==> src/rtl/confused_pkg.sv <==
// Shared types and constants for the divider issue sequencer
// and the multicycle divider it feeds.
package confused_pkg;

  localparam int RD_W         = 4;
  localparam int OPCTRL_START = 1;
  localparam int OPCTRL_SEL   = 0;

  typedef enum logic [2:0] {
    ST_IDLE,
    ST_ISSUE,
    ST_WAIT,
    ST_RESP,
    ST_DRAIN
  } div_issue_state_t;

endpackage

==> src/rtl/div_issue_ctrl_if.sv <==
// Decode request, divider and writeback bundle seen by
// the divider issue sequencer.
interface div_issue_ctrl_if #(
  parameter int W    = 16,
  parameter int RD_W = confused_pkg::RD_W
);

  logic            req_valid;
  logic            req_ready;
  logic [W-1:0]    req_dividend;
  logic [W-1:0]    req_divisor;
  logic            req_is_mod;
  logic [RD_W-1:0] req_rd;

  logic [W-1:0]    div_dividend;
  logic [W-1:0]    div_divisor;
  logic [1:0]      div_opctrl;
  logic            div_busy;
  logic [W-1:0]    div_out;

  logic            rsp_valid;
  logic            rsp_ready;
  logic [W-1:0]    rsp_data;
  logic [RD_W-1:0] rsp_rd;
  logic            rsp_dz;

  modport slave (
    input  req_valid,
    input  req_dividend,
    input  req_divisor,
    input  req_is_mod,
    input  req_rd,
    output req_ready,
    output div_dividend,
    output div_divisor,
    output div_opctrl,
    input  div_busy,
    input  div_out,
    output rsp_valid,
    input  rsp_ready,
    output rsp_data,
    output rsp_rd,
    output rsp_dz
  );

  modport master (
    output req_valid,
    output req_dividend,
    output req_divisor,
    output req_is_mod,
    output req_rd,
    input  req_ready,
    input  div_dividend,
    input  div_divisor,
    input  div_opctrl,
    output div_busy,
    output div_out,
    input  rsp_valid,
    output rsp_ready,
    input  rsp_data,
    input  rsp_rd,
    input  rsp_dz
  );

endinterface

==> src/rtl/div_issue_ctrl.sv <==
// Execute-stage sequencer in front of the multicycle divider:
// issue, wait, capture, respond, drain on flush, timeout on hang.
module div_issue_ctrl
  import confused_pkg::*;
#(
  parameter int W           = 16,
  parameter int TIMEOUT_CYC = 24
) (
  input  logic         clk,
  input  logic         reset,
  input  logic         flush,
  output logic         timeout_err,
  output logic         stall,
  div_issue_ctrl_if.slave io
);

  localparam int CNT_W = $clog2(TIMEOUT_CYC + 1);
  localparam logic [CNT_W-1:0] CNT_MAX =
    CNT_W'(TIMEOUT_CYC);

  div_issue_state_t state_q, state_d;

  logic [W-1:0]     dividend_q, dividend_d;
  logic [W-1:0]     divisor_q, divisor_d;
  logic             is_mod_q, is_mod_d;
  logic [RD_W-1:0]  rd_q, rd_d;
  logic [W-1:0]     data_q, data_d;
  logic             dz_q, dz_d;
  logic [CNT_W-1:0] cnt_q, cnt_d;
  logic             terr_q, terr_d;

  logic             req_ready;
  logic             accept;
  logic             start;
  logic [CNT_W-1:0] cnt_inc;

  assign req_ready = (state_q == ST_IDLE) & ~flush;
  assign accept    = io.req_valid & req_ready;
  assign cnt_inc   = (cnt_q == CNT_MAX) ? cnt_q
                                        : cnt_q + 1'b1;

  always_comb begin
    state_d    = state_q;
    dividend_d = dividend_q;
    divisor_d  = divisor_q;
    is_mod_d   = is_mod_q;
    rd_d       = rd_q;
    data_d     = data_q;
    dz_d       = dz_q;
    cnt_d      = cnt_q;
    terr_d     = terr_q;
    start      = 1'b0;
    unique case (state_q)
      ST_IDLE: begin
        if (accept) begin
          dividend_d = io.req_dividend;
          divisor_d  = io.req_divisor;
          is_mod_d   = io.req_is_mod;
          rd_d       = io.req_rd;
          if (io.req_divisor != '0) begin
            dz_d    = 1'b0;
            state_d = ST_ISSUE;
          end else begin
            data_d  = '0;
            dz_d    = 1'b1;
            state_d = ST_RESP;
          end
        end
      end
      ST_ISSUE: begin
        start   = 1'b1;
        cnt_d   = '0;
        state_d = flush ? ST_DRAIN : ST_WAIT;
      end
      ST_WAIT: begin
        cnt_d = cnt_inc;
        if (flush) begin
          state_d = ST_DRAIN;
        end else if (!io.div_busy) begin
          data_d  = io.div_out;
          state_d = ST_RESP;
        end else if (cnt_inc == CNT_MAX) begin
          data_d  = '0;
          terr_d  = 1'b1;
          state_d = ST_RESP;
        end
      end
      ST_RESP: begin
        if (flush || io.rsp_ready) begin
          state_d = ST_IDLE;
        end
      end
      ST_DRAIN: begin
        // Divider cannot be aborted; swallow its result
        cnt_d = cnt_inc;
        if (!io.div_busy) begin
          state_d = ST_IDLE;
        end else if (cnt_inc == CNT_MAX) begin
          terr_d  = 1'b1;
          state_d = ST_IDLE;
        end
      end
      default: state_d = ST_IDLE;
    endcase
  end

  always_ff @(posedge clk or posedge reset) begin
    if (reset) begin
      state_q    <= ST_IDLE;
      dividend_q <= '0;
      divisor_q  <= '0;
      is_mod_q   <= 1'b0;
      rd_q       <= '0;
      data_q     <= '0;
      dz_q       <= 1'b0;
      cnt_q      <= '0;
      terr_q     <= 1'b0;
    end else begin
      state_q    <= state_d;
      dividend_q <= dividend_d;
      divisor_q  <= divisor_d;
      is_mod_q   <= is_mod_d;
      rd_q       <= rd_d;
      data_q     <= data_d;
      dz_q       <= dz_d;
      cnt_q      <= cnt_d;
      terr_q     <= terr_d;
    end
  end

  // Select is held through capture: the divider mux reads it late
  always_comb begin
    io.div_opctrl               = '0;
    io.div_opctrl[OPCTRL_START] = start;
    io.div_opctrl[OPCTRL_SEL]   = is_mod_q;
  end

  assign io.req_ready    = req_ready;
  assign io.div_dividend = dividend_q;
  assign io.div_divisor  = divisor_q;
  assign io.rsp_valid    = (state_q == ST_RESP);
  assign io.rsp_data     = data_q;
  assign io.rsp_rd       = rd_q;
  assign io.rsp_dz       = dz_q;
  assign timeout_err     = terr_q;
  assign stall           = (state_q != ST_IDLE);

endmodule
==> src/flat_wrapper.sv <==
// flat-port wrapper written by rule: the top's interface ports become plain ports
module div_issue_ctrl_flat import confused_pkg::*;
#(
  parameter int W           = 16,
  parameter int TIMEOUT_CYC = 24
)
  (clk, reset, flush, timeout_err, stall, io_req_valid, io_req_dividend, io_req_divisor, io_req_is_mod, io_req_rd, io_req_ready, io_div_dividend, io_div_divisor, io_div_opctrl, io_div_busy, io_div_out, io_rsp_valid, io_rsp_ready, io_rsp_data, io_rsp_rd, io_rsp_dz);
  div_issue_ctrl_if #(.W(W)) io_i ();
  input  logic clk;
  input  logic reset;
  input  logic flush;
  output logic timeout_err;
  output logic stall;
  input wire logic [$bits(io_i.req_valid)-1:0] io_req_valid;
  input wire logic [$bits(io_i.req_dividend)-1:0] io_req_dividend;
  input wire logic [$bits(io_i.req_divisor)-1:0] io_req_divisor;
  input wire logic [$bits(io_i.req_is_mod)-1:0] io_req_is_mod;
  input wire logic [$bits(io_i.req_rd)-1:0] io_req_rd;
  output wire logic [$bits(io_i.req_ready)-1:0] io_req_ready;
  output wire logic [$bits(io_i.div_dividend)-1:0] io_div_dividend;
  output wire logic [$bits(io_i.div_divisor)-1:0] io_div_divisor;
  output wire logic [$bits(io_i.div_opctrl)-1:0] io_div_opctrl;
  input wire logic [$bits(io_i.div_busy)-1:0] io_div_busy;
  input wire logic [$bits(io_i.div_out)-1:0] io_div_out;
  output wire logic [$bits(io_i.rsp_valid)-1:0] io_rsp_valid;
  input wire logic [$bits(io_i.rsp_ready)-1:0] io_rsp_ready;
  output wire logic [$bits(io_i.rsp_data)-1:0] io_rsp_data;
  output wire logic [$bits(io_i.rsp_rd)-1:0] io_rsp_rd;
  output wire logic [$bits(io_i.rsp_dz)-1:0] io_rsp_dz;
  assign io_i.req_valid = io_req_valid;
  assign io_i.req_dividend = io_req_dividend;
  assign io_i.req_divisor = io_req_divisor;
  assign io_i.req_is_mod = io_req_is_mod;
  assign io_i.req_rd = io_req_rd;
  assign io_req_ready = io_i.req_ready;
  assign io_div_dividend = io_i.div_dividend;
  assign io_div_divisor = io_i.div_divisor;
  assign io_div_opctrl = io_i.div_opctrl;
  assign io_i.div_busy = io_div_busy;
  assign io_i.div_out = io_div_out;
  assign io_rsp_valid = io_i.rsp_valid;
  assign io_i.rsp_ready = io_rsp_ready;
  assign io_rsp_data = io_i.rsp_data;
  assign io_rsp_rd = io_i.rsp_rd;
  assign io_rsp_dz = io_i.rsp_dz;
  div_issue_ctrl #(.W(W), .TIMEOUT_CYC(TIMEOUT_CYC)) u_core (.clk(clk), .reset(reset), .flush(flush), .timeout_err(timeout_err), .stall(stall), .io(io_i));
endmodule
==> config.mk <==
export PLATFORM = sky130hd
export DESIGN_NAME = div_issue_ctrl_flat
export DESIGN_NICKNAME = d
export VERILOG_FILES = /design/src/rtl/confused_pkg.sv /design/src/rtl/div_issue_ctrl_if.sv /design/src/rtl/div_issue_ctrl.sv /design/src/flat_wrapper.sv
export SDC_FILE = /design/constraint.sdc
export NUM_CORES = 1
export LEC_CHECK = 0
export ABC_AREA = 1
export BUFFER_PORTS_ARGS = -buffer_cell sky130_fd_sc_hd__clkbuf_2
export CAP_MARGIN = 10
export CELL_PAD_IN_SITES_DETAIL_PLACEMENT = 1
export CELL_PAD_IN_SITES_GLOBAL_PLACEMENT = 2
export CORE_ASPECT_RATIO = 0.75
export CORE_UTILIZATION = 29
export CTS_CLUSTER_DIAMETER = 30
export DETAILED_ROUTE_END_ITERATION = 8
export GPL_ROUTABILITY_DRIVEN = 0
export PLACE_DENSITY_LB_ADDON = 0.1
export SKIP_CTS_REPAIR_TIMING = 1
export SLEW_MARGIN = 25
export SYNTH_ARGS = -nofsm -noshare
export SYNTH_HDL_FRONTEND = slang
export SYNTH_SLANG_ARGS = --single-unit
==> constraint.sdc <==
create_clock -name clk -period 3.3 [get_ports clk]
set_clock_uncertainty 0.05 [all_clocks]
set_input_delay 0.66 -clock clk [delete_from_list [all_inputs] [get_ports clk]]
set_output_delay 0.66 -clock clk [all_outputs]
set_load 0.005 [all_outputs]
Word level (Yosys, flattened, before mapping)
Cells that the tools add are included.

word-level totals
  bits in registers = 63
  word-level logic and storage cells = 62
  output and inout port bits = 59

cells by class
  $add $sub $neg = 1
  multiplexer cells = 24
  bitwise operators = 3
  equal/unequal tests = 13
  reduce and logical (&&, ||, !) cells = 12

operators by type and width
  operator                                                          count
  16-bit 2-to-1 mux                                                 5
  16-bit case mux with 2 select lines                               1
  3-bit 2-to-1 mux                                                  8
  16-bit nonzero test                                               1
  3-bit case mux with 5 select lines                                1
  5-bit == test (second input constant)                             2
  5-bit case mux with 2 select lines                                1
  3-bit by 2-bit == test with 1-bit output (second input constant)  2
  3-bit by 2-bit != test with 1-bit output (second input constant)  2
  2-bit nonzero test                                                3
  5-bit by 1-bit adder with 5-bit output (second input constant)    1
  1-bit 2-to-1 mux                                                  5
  5-bit 2-to-1 mux                                                  1
  5-bit AND reduction                                               1
  2-bit by 1-bit != test with 1-bit output (second input constant)  2
  2-bit != test (second input constant)                             2
  4-bit by 3-bit != test with 1-bit output (second input constant)  1
  2-bit AND reduction                                               2
  4-bit AND reduction                                               1
  3-bit by 1-bit == test with 1-bit output (second input constant)  1
  3-bit == test (second input constant)                             1
  3-bit logical NOT                                                 1
  3-bit nonzero test                                                1
  1-bit bitwise AND                                                 2
  other kinds (5)                                                   5

Depth between registers and ports, before layout
Gate-level depths: netlist (run 1).

  depth in word-level cells = 7
  depth in mapped cells = 13
  gate-level depth less buffers = 12

Worst setup path before layout (run 1)
OpenSTA, ideal clock, no wires.

  kind = register to register
  from = register u_core.cnt_q[0]
  to = register u_core.data_q[1] (netlist: u_core.io.rsp_data[1])
  path buffers = 1
  slack = 1.658 ns
  period minus slack after synthesis = 1.642 ns
  cell stages (with the launch flop) = 14
  data arrival time = 1.473 ns
  path through = dfrtp_1 -> inv_1 -> ha_1 -> nand2_1 -> inv_1 -> nand2_1 -> nand2_1 -> nand2_1 -> nand3_4 -> nand2_4 -> nand2_4 -> buf_6 -> nand2_2 -> o21ai_2

between the ends
  cells in the longest elaborated chain, start to end = 5
  elaborated cells between the ends (all ways) = 6
  those cells by class = 1 x add/sub; 3 x eq/ne; 1 x mux; 1 x reduce/logical

RTL lines
  item                                                                            line                                        source
  from (decl)                                                                     div_issue_ctrl.sv:29                        logic [CNT_W-1:0] cnt_q, cnt_d;
  from (signal assigned)                                                          div_issue_ctrl.sv:126                       cnt_q <= cnt_d;
  5-bit by 1-bit adder with 5-bit output / 5-bit == test (equally long branches)  div_issue_ctrl.sv:40, div_issue_ctrl.sv:39
  5-bit 2-to-1 mux (*)                                                            div_issue_ctrl.sv:39                        assign cnt_inc = (cnt_q == CNT_MAX) ? cnt_q
  5-bit == test (*)                                                               div_issue_ctrl.sv:82                        end else if (cnt_inc == CNT_MAX) begin
  3-bit by 2-bit != test with 1-bit output (no line) (*)                          --
  5-bit AND reduction (no line) (*)                                               --
  to (signal assigned)                                                            div_issue_ctrl.sv:124                       data_q <= data_d;
  to (decl)                                                                       div_issue_ctrl.sv:27                        logic [W-1:0] data_q, data_d;

Mark *: on every way between the ends. The rest lies on a longest branch, timed or not.
A chain may end at the register's enable or synchronous reset.

Final worst setup path (run 1)
  from = register u_core.state_q[2]
  to = output port io_div_opctrl[1]

between the ends
  cells in the longest elaborated chain, start to end = 2

RTL lines
  item                                      line                   source
  from (decl)                               div_issue_ctrl.sv:21   div_issue_state_t state_q, state_d;
  from (signal assigned)                    div_issue_ctrl.sv:119  state_q <= state_d;
  3-bit by 1-bit == test with 1-bit output  div_issue_ctrl.sv:53   unique case (state_q)
  1-bit 2-to-1 mux                          div_issue_ctrl.sv:53
  to (decl)                                 flat_wrapper.sv:22     output wire logic [$bits(io_i.div_opctrl)-1:0] io_div_opctrl;

No other way between the ends.

==> results_dict.tcl, run 1 <==
set metrics [dict create \
    drive_gt1_share_pct 39.82 \
    clock_latency_ns 0.32 \
    io_pins 118 \
    start_kind "flip-flop" \
    antenna_found_initial 0 \
    maxSlewViolCount 0 \
    dr.pass1.iters 4 \
    coreArea_um2 9736 \
    tritoncts "yes" \
    fp-row-count 31 \
    critPathMaxStageDelay_ns 0.48 \
    power_frac_comb_pct 34.4 \
    die_area_um2 10510 \
    switching_power_mw 1.166 \
    fin_ws_ns 1.122 \
    worstMarginPinSlew_ns 0.7305 \
    ant_nets 0 \
    min_period_over_period_pct 65.99 \
    clockBufferDepth 2 \
    synth_cell_types 27 \
    synth_fp_nets 394 \
    hold_class "input pin to asynchronous set/reset pin" \
    io_buffers 117 \
    cp_num_buf_inv 1 \
    place_ws_ns 0.9696 \
    diodes 0 \
    path_clk_slew_ns 0.05 \
    grt_max_degree 56 \
    peakVddDrop_uv 430.6 \
    grt_pass1_vias 2575 \
    worstSetupEndpointType "output pin" \
    clockRootBuffer "clkbuf_16" \
    grt_use_total_pct 15.78 \
    drt-total-wl_um 7836 \
    cp_max_fo 5 \
    p_sw_share_pct 36.00 \
    period_minus_slack_ns 2.178 \
    dr_total_vias 2541 \
    arrival_ns 1.47 \
    detail_route.wl_per_cell_um 13.42 \
    dr.first_iter.drc_count 75 \
    p_leak_nw 2.101 \
    final_net_count 510 \
    final_common_cell "clkbuf_2" \
    finalSetupViolations 0 \
    dp_hpwl_um 5768 \
    start_util_pct 30.09 \
    ys_warn_count 0 \
    cp_slowest_cell "nor3_1" \
    crit_required_ns 2.59 \
    grt_pass1_wl_um 12810 \
    power_mw 3.240 \
    clkPwrFrac_pct 26.5 \
    htreeDepth 3 \
    finalSetupTns_ns 0 \
    cts_buffers 9 \
    worstPathCellList "nor3_1, clkbuf_2" \
    detail_route.vias_per_cell 4.351 \
    ys_ff_latch 63 \
    yosysSeqAreaShare_pct 53.82 \
    p_int_mw 2.073 \
    stdcell_area_um2 3887 \
    cts.sinks 63 \
    power_density_nw_per_um2 833.4 \
    die_w_um 118.0 \
    synth.avg_cell_area_um2 8.796 \
    post-route-util_pct 39.93 \
    overflow 0 \
    place_area_um2 3622 \
    hold_viol 0 \
    slew_headroom_pct 51.23 \
    rsz0062_at_grt "no" \
    drc 0 \
    cap_violations 0 \
    syn_inst 333 \
    status "completed" \
    seq_power_share_pct 39.1 \
    fmax_mhz 459.2 \
    synth_area_um2 2929 \
    areaGrowthSynthToFinish_pct 32.72 \
    criticalPathCategory "flip-flop to output pin" \
    critical_path.top_delay_family "simple AND/OR/NAND/NOR gates" \
    die_y_um 89.04 \
    layout_common_cells "clkbuf_2, nand2_1, dfrtp_1" \
]
## registers in the layout (all words and copies together) (netlist names)
| signal | cells |
|---|---|
| u_core.io.div_dividend | 16 |
| u_core.io.div_divisor | 16 |
| u_core.io.rsp_data | 16 |
| u_core.cnt_q | 5 |
| u_core.io.rsp_rd | 4 |
| u_core.state_q | 3 |
| u_core.io.rsp_dz | 1 |
| u_core.is_mod_q | 1 |
| u_core.timeout_err | 1 |
## worst register-to-register path, cell delays in order, from the launching register on
cell     delay [ns]
dfrtp_1        0.45
nor2_4         0.13
nand2_2        0.10
nor2_4         0.11
nand2_2        0.07
inv_2          0.30
nand3_1        0.15
nand2_1        0.13
nand2_4        0.29
nand2_1        0.18
o21ai_2        0.06
## area by class of cell
cell class | instances | area, um2
clock inverter | 1 | 5.005
tap | 132 | 165.2
sequential | 63 | 1577
timing repair buffer | 121 | 628.1
fill | 1195 | 5848
clock buffer | 13 | 260.3
multi-input combinational | 218 | 1117
inverter | 36 | 135.1
## per-stage QoR
stage,hold slack (ns),cells
finish,0.4022,584
global route,0.4316,584
CTS,0.4233,584
detailed placement,0.4130,570
global placement,0.3918,570
floorplan,0.4000,333
## kinds of logic (layout without fill, tap and decap cells)
kind of cell    Yosys count  in the layout  synth area share [%]
compound gates           45             45                 10.51
simple gates            171            171                 26.78
fa+ha+maj                 2              2                0.8542
buf+inv                  52            171                 8.031
flops                    63             63                 53.82
## synthesized netlist by cell type
cell	n	share of area, %
nand2_4	2	0.77
buf_2	8	1.4
clkinv_1	1	0.13
a21oi_1	1	0.17
buf_4	2	0.51
nand3_4	1	0.60
dfrtp_1	63	54
nor3_1	1	0.17
a21oi_2	3	0.90
ha_1	2	0.85
nand2_2	17	3.6
inv_1	33	4.2
o21ai_1	16	2.7
nor2_2	3	0.64
nand2_1	107	14
nand4_1	6	1.3
o21ai_2	16	4.8
clkbuf_1	3	0.38
o21ai_0	2	0.34
buf_6	3	1.2
o211ai_1	1	0.26
nand3_1	26	4.4
nor2_1	6	0.77
nor2_4	2	0.77
a21o_1	1	0.26
inv_2	2	0.26
o22ai_1	5	1.1
## power by group through the flow
stage                     Combinational, mW  Sequential (mW)  Clock [mW]
final                                  1.11             1.27       0.859
after global routing                   1.27             1.31       0.915
after CTS                              1.14             1.27       0.881
after detailed placement               1.14             1.28           0
after global placement                 1.12             1.27           0
after floorplan                       0.664             1.27           0
## worst paths after layout
check / start / to / slack [ns] / depth (start not counted)
setup / recovery: u_core.state_q[2] / io_div_opctrl[1] / 1.12 / 2
hold / removal: reset / u_core.io.div_dividend[5] / 0.40 / 2
setup reg to reg: u_core.state_q[2] / u_core.io.rsp_data[5] / 1.17 / 10
hold reg to reg: u_core.timeout_err / u_core.timeout_err / 0.42 / 1
max in group asynchronous: reset / u_core.io.div_dividend[1] / 2.16 / 3
min in group clk: u_core.timeout_err / u_core.timeout_err / 0.42 / 1
## routing by layer
| metal | track usage [%] | vias to the layer above | wire, um |
|---|---|---|---|
| li1 | - | 1285 | - |
| met1 | 21.14 | 1171 | 3848 |
| met2 | 23.37 | 77 | 3295 |
| met3 | 6.569 | 8 | 614 |
| met4 | 4.545 | 0 | 78 |
| met5 | 0 | - | 0 |
Power figures use the tool's default switching activity.
==> run 2: changes to the inputs <==
--- a/config.mk
+++ b/config.mk
@@ -11,7 +11,7 @@
 export CELL_PAD_IN_SITES_DETAIL_PLACEMENT = 1
 export CELL_PAD_IN_SITES_GLOBAL_PLACEMENT = 2
 export CORE_ASPECT_RATIO = 0.75
-export CORE_UTILIZATION = 29
+export CORE_UTILIZATION = 27
 export CTS_CLUSTER_DIAMETER = 30
 export DETAILED_ROUTE_END_ITERATION = 8
 export GPL_ROUTABILITY_DRIVEN = 0
==> constraint.sdc (replaced) <==
create_clock -name clk -period 2.2 [get_ports clk]
set_clock_uncertainty 0.05 [all_clocks]
set_input_delay 0.44 -clock clk [delete_from_list [all_inputs] [get_ports clk]]
set_output_delay 0.44 -clock clk [all_outputs]
set_load 0.005 [all_outputs]
==> run 2 against run 1 <==
Utilization fell by 2.1 points; sequential power is 50% higher; sequential cell count did not move; critical path depth rose by 10; largest cell class unchanged; highest routed layer unchanged.
==> results_dict.tcl, run 2 (same netlist as run 1, synthesis figures left out) <==
set metrics [dict create \
    status "completed" \
    slew_headroom_pct 74.06 \
    htreeDepth 3 \
    grt_pass1_wl_um 13650 \
    final_net_count 513 \
    drive_gt1_share_pct 40.44 \
    worstSetupEndpointType "flip-flop" \
    io_buffers 117 \
    io_pins 118 \
    cts.sinks 63 \
    dr.pass1.iters 4 \
    dr.first_iter.drc_count 61 \
    clockBufferDepth 2 \
    hold-worst-slack_ns 0.1203 \
    start_util_pct 28.14 \
    post-route-util_pct 37.87 \
    criticalPathCategory "flip-flop to flip-flop" \
    critPathMaxStageDelay_ns 0.41 \
    antenna_found_initial 0 \
    placed_cells 577 \
    die_area_um2 11270 \
    period_minus_slack_ns 1.924 \
    start_kind "flip-flop" \
    areaGrowthSynthToFinish_pct 34.60 \
    tritoncts "yes" \
    final_common_cell "clkbuf_2" \
    grt_use_total_pct 15.86 \
    cp_slowest_cell "dfrtp_1" \
    arrival_ns 2.07 \
    fmax_mhz 519.7 \
    cap_violations 0 \
    p_leak_nw 2.126 \
    coreArea_um2 10410 \
    finalSetupViolations 0 \
    crit_required_ns 2.35 \
    layout_common_cells "clkbuf_2, nand2_1, dfrtp_1" \
    peakVddDrop_uv 345.4 \
    worstMarginPinSlew_ns 0.3891 \
    r2r-start "u_core.cnt_q[0]" \
    hold_viol 0 \
    diodes 0 \
    place_area_um2 3650 \
    overflow 0 \
    clock_latency_ns 0.32 \
    rsz0062_at_grt "no" \
    reg2reg_depth 12 \
    stdcell_count 591 \
    maxSlewViolCount 0 \
    stdcell_area_um2 3943 \
    die_y_um 92.20 \
    cp_num_buf_inv 2 \
    clockRootBuffer "clkbuf_16" \
    grt_pass1_vias 2692 \
    rrSetupSlack_ns 0.28 \
    cp_common_cell "nand2_1" \
    cts_buffers 9 \
    place_ws_ns 0.1741 \
    dp_hpwl_um 5915 \
    fin_ws_ns 0.2759 \
    cp_max_fo 32 \
    drc 0 \
    ant_nets 0 \
    path_clk_slew_ns 0.05 \
    worst_r2r_endpoint "u_core.io.rsp_data[15]" \
    worstPathCellList "inv_1, ha_1, nand2_1, inv_1, nand2_1, nand2_1, nand2_1, nand3_4, nand2_4, nand2_8, nand2_1, o21ai_2" \
    detail_route.wl_per_cell_um 13.72 \
    n_fill_cell 1295 \
    power_mw 4.952 \
    hold_class "input pin to asynchronous set/reset pin" \
    critical_path.top_delay_family "simple AND/OR/NAND/NOR gates" \
    finalSetupTns_ns 0 \
    die_w_um 122.3 \
    fp-row-count 32 \
    dr_total_vias 2572 \
    drt-total-wl_um 8111 \
    power_density_nw_per_um2 1256 \
    grt_max_degree 64 \
    detail_route.vias_per_cell 4.352 \
    min_period_over_period_pct 87.46 \
]
==> run 2: how the worst max path moves through the flow <==
stage / slack (ns) / cells after the start / startpoint / end
detailed placement: 0.17 / 12 / u_core.cnt_q[0] / u_core.io.rsp_data[15]
global placement: 0.27 / 12 / u_core.cnt_q[1] / u_core.io.rsp_data[5]
finish: 0.28 / 12 / u_core.cnt_q[0] / u_core.io.rsp_data[15]
CTS: 0.15 / 12 / u_core.cnt_q[0] / u_core.io.rsp_data[15]
floorplan: 0.14 / 1 / reset / u_core.cnt_q[0]
global route: 0.11 / 12 / u_core.cnt_q[0] / u_core.io.rsp_data[5]
==> run 2: area by class of cell <==
| cell class | count | area (um2) | share of cell area, % |
|---|---|---|---|
| clock buffers | 14 | 284.0 | 7.204 |
| inverters | 36 | 135.1 | 3.427 |
| multi-input cells | 218 | 1126 | 28.56 |
| flip-flops and latches | 63 | 1577 | 39.99 |
| well taps | 136 | 170.2 | 4.316 |
| repair buffers | 124 | 650.6 | 16.50 |
==> run 2: report_power, final <==
part | switching [mW] | total (mW) | leakage (nW) | internal (mW)
clock network | 0.466 | 1.34 | 0.141 | 0.873
registers | 0.303 | 1.90 | 0.815 | 1.60
logic | 0.985 | 1.71 | 1.17 | 0.725
==> run 2: worst register-to-register path: stages (launching register included) <==
cell     delay [ns]
dfrtp_1        0.41
inv_1          0.10
ha_1           0.20
nand2_1        0.06
inv_1          0.05
nand2_1        0.12
nand2_1        0.06
nand2_1        0.13
nand3_4        0.13
nand2_4        0.11
nand2_8        0.19
nand2_1        0.15
o21ai_2        0.06
==> run 2: per-layer routing <==
metal / share of wire (%) / GRT usage [%] / up-vias
met5: 0 / 0 / -
met4: 0.73 / 4.268 / 0
met3: 8.3 / 6.095 / 4
met2: 44 / 23.83 / 91
met1: 47 / 21.07 / 1194
li1: - / - / 1283
